===== src/rtl/operand2_encoder.sv =====
// rtl/operand2_encoder.sv - searches for the ARM rotate-immediate encoding of a 32-bit constant
// One rotation is tried per cycle; the lowest direct hit wins, an inverted (MVN) hit is the fallback.
module operand2_encoder #(
  parameter bit ALLOW_INV = 1'b1
) (
  input  logic        clk,
  input  logic        rst,
  input  logic        start,
  input  logic [31:0] value,
  output logic        busy,
  output logic        done,
  output logic        valid,
  output logic        inv,
  output logic [11:0] shift_operand
);

  localparam logic [1:0] IDLE   = 2'd0;
  localparam logic [1:0] SEARCH = 2'd1;
  localparam logic [1:0] DONE   = 2'd2;

  logic [1:0]  state;
  logic [31:0] cap;
  logic [3:0]  r;
  logic        inv_found;
  logic [11:0] inv_rec;

  logic [4:0]  rot_amt;
  logic [5:0]  rot_back;
  logic [31:0] cap_n;
  logic [31:0] t_dir;
  logic [31:0] t_inv;
  logic        hit_dir;
  logic        hit_inv;

  // t = ROL(x, 2r); a shift by 32 yields zero, so r=0 degenerates to x itself
  always_comb begin
    rot_amt  = {r, 1'b0};
    rot_back = 6'd32 - {1'b0, rot_amt};
    cap_n    = ~cap;
    t_dir    = (cap << rot_amt) | (cap >> rot_back);
    t_inv    = (cap_n << rot_amt) | (cap_n >> rot_back);
    hit_dir  = (t_dir[31:8] == 24'd0);
    hit_inv  = (t_inv[31:8] == 24'd0);
  end

  always_ff @(posedge clk) begin
    if (!rst) begin
      state         <= IDLE;
      cap           <= 32'd0;
      r             <= 4'd0;
      inv_found     <= 1'b0;
      inv_rec       <= 12'd0;
      busy          <= 1'b0;
      done          <= 1'b0;
      valid         <= 1'b0;
      inv           <= 1'b0;
      shift_operand <= 12'd0;
    end else begin
      done <= 1'b0;
      case (state)
        IDLE, DONE: begin
          if (start) begin
            cap           <= value;
            r             <= 4'd0;
            inv_found     <= 1'b0;
            inv_rec       <= 12'd0;
            valid         <= 1'b0;
            inv           <= 1'b0;
            shift_operand <= 12'd0;
            busy          <= 1'b1;
            state         <= SEARCH;
          end else begin
            state <= IDLE;
          end
        end
        SEARCH: begin
          if (hit_inv && !inv_found) begin
            inv_found <= 1'b1;
            inv_rec   <= {r, t_inv[7:0]};
          end
          if (hit_dir) begin
            shift_operand <= {r, t_dir[7:0]};
            valid         <= 1'b1;
            inv           <= 1'b0;
            busy          <= 1'b0;
            done          <= 1'b1;
            state         <= DONE;
          end else if (r != 4'd15) begin
            r <= r + 4'd1;
          end else begin
            // last rotation: the record may still be empty if only r=15 hits inverted
            if (ALLOW_INV && (inv_found || hit_inv)) begin
              shift_operand <= inv_found ? inv_rec : {r, t_inv[7:0]};
              valid         <= 1'b1;
              inv           <= 1'b1;
            end else begin
              shift_operand <= 12'd0;
              valid         <= 1'b0;
              inv           <= 1'b0;
            end
            busy  <= 1'b0;
            done  <= 1'b1;
            state <= DONE;
          end
        end
        default: state <= IDLE;
      endcase
    end
  end

endmodule


===== config.mk =====
export PLATFORM = sky130hd
export DESIGN_NAME = operand2_encoder
export DESIGN_NICKNAME = d
export VERILOG_FILES = /design/src/rtl/operand2_encoder.sv
export SDC_FILE = /design/constraint.sdc
export NUM_CORES = 1
export LEC_CHECK = 0
export BUFFER_PORTS_ARGS = -buffer_cell sky130_fd_sc_hd__buf_2
export CELL_PAD_IN_SITES_DETAIL_PLACEMENT = 0
export CELL_PAD_IN_SITES_GLOBAL_PLACEMENT = 1
export CORE_AREA = 10 10 170 109
export CTS_CLUSTER_DIAMETER = 60
export DETAILED_ROUTE_END_ITERATION = 16
export DIE_AREA = 0 0 180 119
export GPL_ROUTABILITY_DRIVEN = 0
export HOLD_SLACK_MARGIN = 0.03
export PLACE_DENSITY_LB_ADDON = 0.12
export SYNTH_ARGS = -nofsm -noshare
export SYNTH_HDL_FRONTEND = slang
export SYNTH_SLANG_ARGS = --single-unit

===== constraint.sdc =====
create_clock -name clk -period 3.7 [get_ports clk]
set_input_delay 0.37 -clock clk [delete_from_list [all_inputs] [get_ports clk]]
set_output_delay 0.37 -clock clk [all_outputs]
set_load 0.005 [all_outputs]

==> results of run 1 <==
-- Yosys cell counts, types with 10 or more instances --
master	number	area, um^2
nor2_1	37	138.9
nand3_1	45	225.2
o21ai_0	30	150.1
mux2_2	15	168.9
nor3_1	28	140.1
a21oi_1	77	385.4
nor4_1	10	62.56
clkbuf_1	67	251.5
o211ai_1	13	97.59
dfxtp_1	67	1341
buf_2	18	90.09
mux4_2	52	1171
mux2i_1	30	300.3
nand2_1	115	431.7
-- timing repair --
item	4_1_cts	5_1_grt
buffers inserted	0	1
endpoints found under the setup margin	0	29
gates resized for setup	0	5
-- layout make-up --
type / count / area, um^2 / share of cell area, %
multi-input combinational: 606 / 4591 / 62.91
clock inverter: 6 / 47.55 / 0.6516
sequential: 67 / 1346 / 18.45
inverter: 11 / 46.29 / 0.6344
tap: 209 / 261.5 / 3.584
clock buffer: 10 / 239.0 / 3.275
timing repair buffer: 116 / 765.7 / 10.49
-- logic make-up (layout without fill, tap and decap cells) --
logic type	Yosys count	in the layout	share of synthesized area [%]
muxes	99	99	26.59
buffers and inverters	109	143	7.547
xor gates and xnor gates	3	3	0.4128
and+or+nand+nor	289	289	21.82
DFF	67	67	21.07
AOI/OAI and AO/OA	213	213	22.17
adders and majority gates	2	2	0.3930
-- worst register-to-register path: stages, from the launching register on --
cell and delay, ns:
dfxtp_4 0.51, clkinv_4 0.11, ha_4 0.32, buf_12 0.17, nor3b_1 0.28, nor3_1 0.10, or4_1 0.54, a222oi_1 0.39
o211a_1 0.31, o31a_1 0.18, buf_4 0.15, nor2_1 0.06, a311oi_1 0.32
-- metal layers --
metal / wire (um) / vias to the layer above / track usage [%]
met1: 11030 / 3146 / 31.35
met4: 428 / 0 / 5.095
li1: - / 3021 / -
met5: 0 / - / 0
met2: 9593 / 402 / 30.23
met3: 2630 / 55 / 6.471
-- flip-flops by register name (all words and copies together), names as in the netlist --
| signal | cells |
|---|---|
| inv_rec | 12 |
| cap | 32 |
| state | 2 |
| done | 1 |
| inv | 1 |
| inv_found | 1 |
| busy | 1 |
| shift_operand | 12 |
| r | 4 |
| valid | 1 |
-- worst min-delay path by stage --
stage,to,start,slack (ns),cells after the start
final,cap[3],value[3],0.26,3
after floorplan,inv_rec[0],inv_rec[0],0.44,2
after global routing,cap[3],value[3],0.27,3
after global placement,valid,valid,0.45,1
after CTS,cap[3],value[3],0.25,3
after detailed placement,cap[2],cap[2],0.45,2
-- power by group through the flow --
stage / sequential, uW / combinational, uW / clock [uW]
2_1_floorplan: 781 / 711 / 0
3_3_place_gp: 824 / 951 / 0
3_5_place_dp: 824 / 960 / 0
4_1_cts: 808 / 963 / 852
5_1_grt: 815 / 1070 / 888
6_report: 810 / 992 / 842
-- stage by stage --
| step | cells | hold slack (ns) | cell area, um^2 | power, uW | setup slack (ns) |
|---|---|---|---|---|---|
| final | 1025 | 0.2600 | 7297 | 2644 | 0.1682 |
| after global routing | 1025 | 0.2659 | 7297 | 2772 | 0.01243 |
| after CTS | 1024 | 0.2547 | 7273 | 2623 | 0.1504 |
| after detailed placement | 1008 | 0.4527 | 6987 | 1784 | 0.1863 |
| after global placement | 1008 | 0.4459 | 6987 | 1775 | 0.2232 |
| after floorplan | 782 | 0.4436 | 6405 | 1492 | 0.02570 |
==> results.md, run 1 <==
- Status: finished, final reports clean
- Endpoints failing setup: 0
- Nets@finish: 848
- Max cap viols: 0
- Max-slew headroom: 59.79%
- Setup TNS: 0 ns
- EDFF count, synth: 0
- Synth Register Bits: 67
- Layout Utilization: between 40% and 50%
- Worst r2r dst: r[2]
- Crit path max fanout: 28
- Clock transition at path regs: 0.07 ns
- H-tree levels: 3
- DR WL/cell: around 23 um
- Buffers on Ports: 50
- CTS max path bufs: 2
- # DRC: 0
- Vias in the first global route: roughly 6,500
- Number of CTS-inserted buffers: 9
- DIE AREA: approximately 21,000 um^2
- Most frequent cells in the layout: nand2_1, a21oi_1, dfxtp_1, buf_4, mux4_2
- Post-synthesis average cell area: just over 8 um^2
- Remaining antenna violation count after routing: 0
- IR drop worst, VDD: 0.0001822 V
- Post-DP HPWL: 17,440 um
- Largest net degree at the start of global routing: 50
- Unrepaired setup endpoints after global routing: false
- Area grow syn2layout: 14.62%
- Fin crit period: 3.532 ns
- Grt ovf: 0
- Clock share of power: 31.9%
- Seq/Total Area, Yosys: approximately a fifth
- Initial core utilization: 40.73%
- Filler Cell Count: 1,495
- Top delay family on crit path: compound AO/OA/AOI/OAI gates
- Int Pwr: 1648 uW
- First-pass GRT wire length: 37,870 um
- Initial DRC count: 775
- CP Depth: 12
- CP bufs+invs: 3
- Total number of vias: 6,624
- Clk_lat worst skew: 0.34 ns
- GRT Total Usage: 21.57%
- Flop2flop setup slack: approximately 0.17 ns
- CTS tree: done
- Commonest non-fill, non-tap cell in the layout: nand2_1
- Die X: 180 um
- Max incr delay on CP: 0.54 ns
- Clock Skew: 0.01140 ns
- Least-Margin Pin Slew: 0.5955 ns
- Root buffer cell: clkbuf_16
- Hold Buf Count CTS: 0
- HP Class: input pin to register
- Layout cells sized above 1: 27.45%
- Max Clock Freq: 0.2831 GHz
- DR vias/cell: around 6.5
- Sinks on Clock Net: 67
- Crit path to: r[2]
- Core Area: approximately 16,000 um^2
- Final worst path period share: 95.46%
- Total net switching power: 996.1 uW
- Worst setup SP type: register
- Logic pwr share: 37.5%
- CP startpoint: r[0]
- # diodes: 0
- Syn_nets: 819
- Worst Path Arrival: 3.77 ns
- First-pass DRT Iterations: 6
- R2r startpoint: r[0]
- Max Slew Vio Count: 0
- Die Ht: 119 um
- Lkg Pwr: 0.002578 uW
- Most used DFF post-synth: dfxtp_1
- Critical Path, Cell by Cell: clkinv_4 -> ha_4 -> buf_12 -> nor3b_1 -> nor3_1 -> or4_1 -> a222oi_1 -> o211a_1 -> o31a_1 -> buf_4 -> nor2_1 -> a311oi_1
- Critical Path RT: between 3 and 4 ns
- Synth Cell Area: between 6000 and 7000 um^2
- Reg2Reg Depth: 12
- Syn. warnings: 0
- Seq pwr share: 30.6%
- Distinct cells, synth: 71
- Cell Rows: 36
- WS Path Type: register to register
- Final Hold Viols: 0
- Slowest CP cell: or4_1
- I/O pin count: 51
- Async set-reset flop share out of synthesis: 0%
- Net Sw Frac: a little under two fifths
- Wirelength, routed: 23,680 um
- Initial antenna violation count: 0
- Post-Synthesis Cells: a little under 800
- Critical Path End Type: register
- Pwr/cell area: 362.4 nW/um^2
Power figures use the tool's default switching activity.
==> run 2: changes to the inputs <==
--- a/config.mk
+++ b/config.mk
@@ -5,13 +5,14 @@
 export SDC_FILE = /design/constraint.sdc
 export NUM_CORES = 1
 export LEC_CHECK = 0
+export ABC_AREA = 1
 export BUFFER_PORTS_ARGS = -buffer_cell sky130_fd_sc_hd__buf_2
 export CELL_PAD_IN_SITES_DETAIL_PLACEMENT = 0
 export CELL_PAD_IN_SITES_GLOBAL_PLACEMENT = 1
-export CORE_AREA = 10 10 170 109
+export CORE_AREA = 10 10 171 109
 export CTS_CLUSTER_DIAMETER = 60
 export DETAILED_ROUTE_END_ITERATION = 16
-export DIE_AREA = 0 0 180 119
+export DIE_AREA = 0 0 181 119
 export GPL_ROUTABILITY_DRIVEN = 0
 export HOLD_SLACK_MARGIN = 0.03
 export PLACE_DENSITY_LB_ADDON = 0.12
==> results.md, run 2 <==
- Hold Buf Count CTS: 0
- Die X: 181 um
- Critical Path End Type: register
- Core Area: ~16,000 um^2
- Die Ht: 119 um
- Lkg Pwr: 0.003076 uW
- Crit path max fanout: 33
- Largest Register: cap
- Clock Skew: 0.007270 ns
- DR WL/cell: 17.67 um
- DIE AREA: 21,540 um^2
- Max incr delay on CP: 0.41 ns
- Max-slew headroom: between 20% and 30%
- First-pass GRT wire length: 35,050 um
- Worst hold path endpoint: cap[9]
- I/O pin count: 51
- Remaining antenna violation count after routing: 0
- Post-Synthesis Cells: 1,002
- Fin crit period: between 3 and 4 ns
- # diodes: 0
- Worst r2r dst: shift_operand[3]
- HP Start: value[9]
- Seq/Total Area, Yosys: around a quarter
- Hold depth: 3
- Number of setup buffers added after CTS: 0
- Max Slew Vio Count: 0
- Yosys top cell by area: dfxtp_1
- Most used DFF post-synth: dfxtp_1
- Reg2Reg Depth: 19
- Final Hold Viols: 0
- Setup ws final: 0.5014 ns
- Final total power: 2864 uW
- Top post-synthesis cells by count: nand2_1, nand3_1, nor2_1, o21ai_0, dfxtp_1
- Endpoints failing setup: 0
- Critical Path, Cell by Cell: inv_6 -> ha_1 -> inv_1 -> buf_4 -> nand3_1 -> nand3_1 -> nand2_1 -> nor2_1 -> nand2_1 -> nor2_1 -> nand2_1 -> nand2_1 -> nand2_1 -> nand2_2 -> nand2_2 -> nand2_1 -> o21ai_1 -> nand2_1 -> nand2_1
- Post-DP HPWL: between 15,000 and 20,000 um
- Max FFs per register: 32
- GRT Total Usage: slightly below 20%
- Syn. warnings: 0
- HP Class: input pin to register
- Most frequent CP cell: nand2_1
- Post-synthesis average cell area: 5.615 um^2
- Flop2flop setup slack: between 0.5 and 0.6 ns
- Status: finished, final reports clean
- CTS max path bufs: 2
- Dpl cells: between 1,000 and 1,500
- Clock transition at path regs: 0.06 ns
- WS Path Type: register to register
- Total number of vias: around 6,800
- Slowest CP cell: nand2_1
- Initial core utilization: ~36%
- Area contributors post-synth: dfxtp_1, nand2_1, nand3_1
- Wirelength, routed: 21,950 um
- CTS tree: done
- Nets@finish: 1,065
- Syn_nets: 1,039
- Clk_lat worst skew: 0.34 ns
- Final Instance Count excl. Fillers: 1,242
- R2r startpoint: r[0]
- Async set-reset flop share out of synthesis: 0%
- Layout cells sized above 1: between 10% and 20%
- Setup TNS: 0 ns
- Largest regs: cap x32, inv_rec x12, shift_operand x12
- Post-CTS resize count: 0
- Buffers on Ports: 50
- Commonest non-fill, non-tap cell in the layout: nand2_1
- Vias in the first global route: 6,128
- DR vias/cell: 5.450
- Area grow syn2layout: 11.96%
- Dpl cell area: 5954 um^2
- Sinks on Clock Net: 67
- Initial antenna violation count: 0
- Critical Path RT: about 4 ns
- Synth Register Bits: 67
- Most frequent cells in the layout: nand2_1, nand3_1, nor2_1, o21ai_0, dfxtp_1
- Max Clock Freq: between 0.3 and 0.4 GHz
- Most frequent cell after synthesis: nand2_1
- Dpl ws: 0.3096 ns
- Synth top area share: 23.84%
- Synth Cell Area: roughly 5600 um^2
- Worst setup SP type: register
- Grt ovf: 0
- IR drop worst, VDD: 0.0001964 V
- Initial DRC count: 1,155
- EDFF count, synth: 0
- Pwr/cell area: roughly 450 nW/um^2
- First-pass DRT Iterations: 9
- Least-Margin Pin Slew: between 1 and 1.5 ns
- Fin area: between 6000 and 7000 um^2
- Root buffer cell: clkbuf_16
- H-tree levels: 3
- # DRC: 0
- Largest net degree at the start of global routing: 47
- Cell Rows: 36
- Number of CTS-inserted buffers: 9
- Unrepaired setup endpoints after global routing: false
- Max cap viols: 0
- Worst Path Arrival: 3.43 ns
- Distinct cells, synth: 40
- Final worst path period share: 86.45%
-- run 2: cell count changes in the layout (fill, tap and decap cells not counted), moves of 10 or more --
| cell | previous run | this run |
|---|---|---|
| o21ai_0 | 30 | 75 |
| o21ai_1 | 0 | 11 |
| nor4_1 | 10 | 0 |
| inv_1 | 8 | 35 |
| mux2i_1 | 30 | 5 |
| nor2_1 | 36 | 129 |
| o211ai_1 | 13 | 2 |
| buf_4 | 63 | 24 |
| nor3_1 | 28 | 1 |
| a21oi_1 | 77 | 14 |
| nand2_1 | 115 | 351 |
| mux2_2 | 15 | 0 |
| mux4_2 | 52 | 0 |
| nand3_1 | 45 | 197 |
-- run 2: logic make-up (layout without fill, tap and decap cells) --
logic type / after synthesis / count (layout) / share of synthesized area (%)
AO/OA/AOI/OAI: 123 / 123 / 11.90
multiplexers: 5 / 5 / 0.8895
XOR/XNOR: 5 / 5 / 0.9119
buffers and inverters: 98 / 129 / 9.317
adder cells (fa/ha/maj): 2 / 2 / 0.4447
flip-flops: 67 / 67 / 23.84
AND/OR/NAND/NOR: 702 / 702 / 52.70
-- run 2: layout make-up --
type	instances	area [um^2]
Fill cell	1761	9420
Multi-Input combinational cell	837	3780
Sequential cell	67	1341
Timing Repair Buffer	74	430.4
Tap cell	209	261.5
Clock buffer	10	239.0
Inverter	39	152.6
Clock inverter	6	95.09
-- run 2: routing by layer --
metal / GRT usage [%] / wire (um)
met1: 32.04 / 11920
met2: 25.02 / 7857
met3: 4.868 / 2011
met4: 3.443 / 153
met5: 0 / 0
-- run 2: worst max-delay path: cells and delay by family (launching register included) --
family | cells | cell delay [ns]
simple gates | 14 | 1.81
buf+inv | 3 | 0.44
flops | 1 | 0.40
compound gates | 1 | 0.13
fa+ha+maj | 1 | 0.31
-- run 2: worst max-delay path by stage --
stage / cells after the start / end / slack (ns) / start
2_1_floorplan: 19 / inv_rec[0] / 1.00 / r[1]
3_3_place_gp: 16 / shift_operand[3] / 0.30 / r[0]
3_5_place_dp: 16 / shift_operand[6] / 0.31 / r[0]
4_1_cts: 16 / shift_operand[6] / 0.28 / r[0]
5_1_grt: 19 / shift_operand[3] / 0.19 / r[0]
6_report: 19 / shift_operand[3] / 0.50 / r[0]
-- run 2: report_power, final --
part	internal, uW	switching (uW)	leakage (uW)
clock network	616	371	0.000164
logic	322	768	0.00236
registers	757	30.1	0.000549
total	1690	1170	0.00308
-- run 2: stage by stage --
stage          utilization (%)  hold WS [ns]
3_5_place_dp             37.88        0.4376
3_3_place_gp             37.88        0.4355
2_1_floorplan                -        0.4253
4_1_cts                  40.00        0.2664
5_1_grt                  40.07        0.2762
6_report                 40.07        0.2719
==> run 3: changes to the inputs <==
==> constraint.sdc (replaced) <==
create_clock -name clk -period 3.7 [get_ports clk]
set_input_delay 0.185 -clock clk [delete_from_list [all_inputs] [get_ports clk]]
set_output_delay 0.185 -clock clk [all_outputs]
set_load 0.005 [all_outputs]
==> results.md, run 3 (same netlist as run 2, synthesis figures left out) <==
- Status: finished, final reports clean
- Number of CTS-inserted buffers: 9
- Total net switching power: 1164 uW
- Clock share of power: 32.5%
- Filler Cell Count: between 1,500 and 2,000
- Seq pwr share: 28.2%
- I/O pin count: slightly above 50
- Hold depth: 3
- Commonest non-fill, non-tap cell in the layout: nand2_1
- Initial core utilization: 35.79%
- Number of setup buffers added after CTS: 0
- H-tree levels: 3
- Layout cells sized above 1: between 10 and 15%
- Die X: 181 um
- Largest Register: cap
- Worst setup SP type: register
- Remaining antenna violation count after routing: 0
- Hold Buf Count CTS: 0
- Largest regs: cap x32, inv_rec x12, shift_operand x12
- Die Ht: between 100 and 150 um
- Multi-input gate area: around 3800 um^2
- Initial antenna violation count: 0
- Register Area: 1341 um^2
- CTS max path bufs: 2
- First-pass GRT wire length: 35,030 um
- Layout Utilization: 39.89%
- Largest net degree at the start of global routing: 47
- Grt ovf: 0
- DR vias/cell: about 5.4
- Vias in the first global route: 6,163
- GRT Total Usage: 19.94%
- WS Path Type: register to register
- Max FFs per register: 32
- Reg2Reg Depth: 19
- Unrepaired setup endpoints after global routing: false
- Area grow syn2layout: 11.45%
- CTS tree: done
- Root buffer cell: clkbuf_16
- Crit path max fanout: 33
- Max Slew Vio Count: 0
- Endpoints failing setup: 0
- Dpl ws: 0.2244 ns
- Sinks on Clock Net: 67
- # diodes: 0
- Post-DP HPWL: 17,110 um
- Final Hold Viols: 0
- Core Area: 15,720 um^2
- Pwr/cell area: 444.1 nW/um^2
- Max cap viols: 0
- Logic pwr share: 39.3%
- Cell Rows: 36
- Wirelength, routed: 21,870 um
- R2r startpoint: r[0]
- Max Clock Freq: 0.3085 GHz
- Total number of vias: 6,728
- Initial DRC count: 960
- Least-Margin Pin Slew: 0.7784 ns
- # DRC: 0
- Worst r2r dst: shift_operand[6]
- Max-slew headroom: 47.45%
- Flop2flop setup slack: between 0.4 and 0.5 ns
- Final worst path period share: 87.60%
- Worst Path Arrival: 3.48 ns
- Clock Skew: 0.01105 ns
- Clk_lat worst skew: 0.35 ns
- Lkg Pwr: 0.003055 uW
- First-pass DRT Iterations: 5
- Setup TNS: 0 ns
- Setup ws final: roughly 0.46 ns
- Fin crit period: 3.241 ns
- Worst hold margin: 0.08158 ns
- HP Class: input pin to register
- Clock transition at path regs: 0.06 ns
- DR WL/cell: ~18 um
- Buffers on Ports: 50
- Nets@finish: 1,065
- Net Sw Frac: 41.79%
- Int Pwr: approximately 1600 uW
- CP startpoint: r[0]
- DIE AREA: 21,540 um^2
- IR drop worst, VDD: 0.0002004 V
- Critical Path End Type: register
- Crit path to: shift_operand[6]
- Most frequent cells in the layout: nand2_1, nand3_1, nor2_1, o21ai_0, dfxtp_1
- Critical Path RT: 3.94 ns
## run 3: worst min-delay path by stage
stage | start | end | slack [ns]
final | value[6] | cap[6] | 0.08
after global routing | value[6] | cap[6] | 0.08
after CTS | value[8] | cap[8] | 0.08
after detailed placement | shift_operand[0] | shift_operand[0] | 0.44
after global placement | value[9] | cap[9] | 0.43
after floorplan | value[0] | cap[0] | 0.35
## run 3: area by class of cell
cell class,count,area share [%]
tap,209,4.170
multi-input combinational,837,60.28
timing repair buffer,74,6.864
clock buffer,11,3.871
sequential,67,21.39
inverter,39,2.434
clock inverter,5,0.9976
## run 3: repair_timing
item	4_1_cts	5_1_grt
hold endpoints to repair	0	0
gates resized for setup	0	1
setup endpoints to repair	0	18
## run 3: power groups by stage
stage | combinational (uW) | clock (uW) | sequential [uW]
6_report | 1100 | 904 | 785
5_1_grt | 1230 | 960 | 792
4_1_cts | 1060 | 926 | 786
3_5_place_dp | 1060 | 0 | 802
3_3_place_gp | 1080 | 0 | 800
2_1_floorplan | 792 | 0 | 793
## run 3: metal layers
layer  GRT usage [%]  share of wire (%)  routed length (um)
met5               0                  0                   0
met4           3.241               0.59                 130
met3           4.959                 10                2244
met2           25.32                 36                7764
met1           31.98                 54               11730
## run 3: stage by stage
stage                     cells  total power, uW  area (um^2)
final                      1242             2785         6271
after global routing       1242             2978         6271
after CTS                  1242             2774         6260
after detailed placement   1226             1859         5954
after global placement     1226             1875         5954
after floorplan            1002             1585         5627
## run 3: critical path, stage by stage, from the launching register on
cell,delay (ns)
dfxtp_1,0.39
inv_6,0.03
ha_1,0.30
inv_1,0.06
buf_4,0.34
nand3_1,0.24
nand3_1,0.14
o21ai_1,0.13
nor2_1,0.12
nand2_1,0.06
nor2_1,0.12
nand2_1,0.07
nand2_1,0.05
nand2_1,0.06
nand2_2,0.10
nand2_2,0.21
nand2_1,0.42
o22ai_1,0.13
nand2_1,0.09
nand2_1,0.05
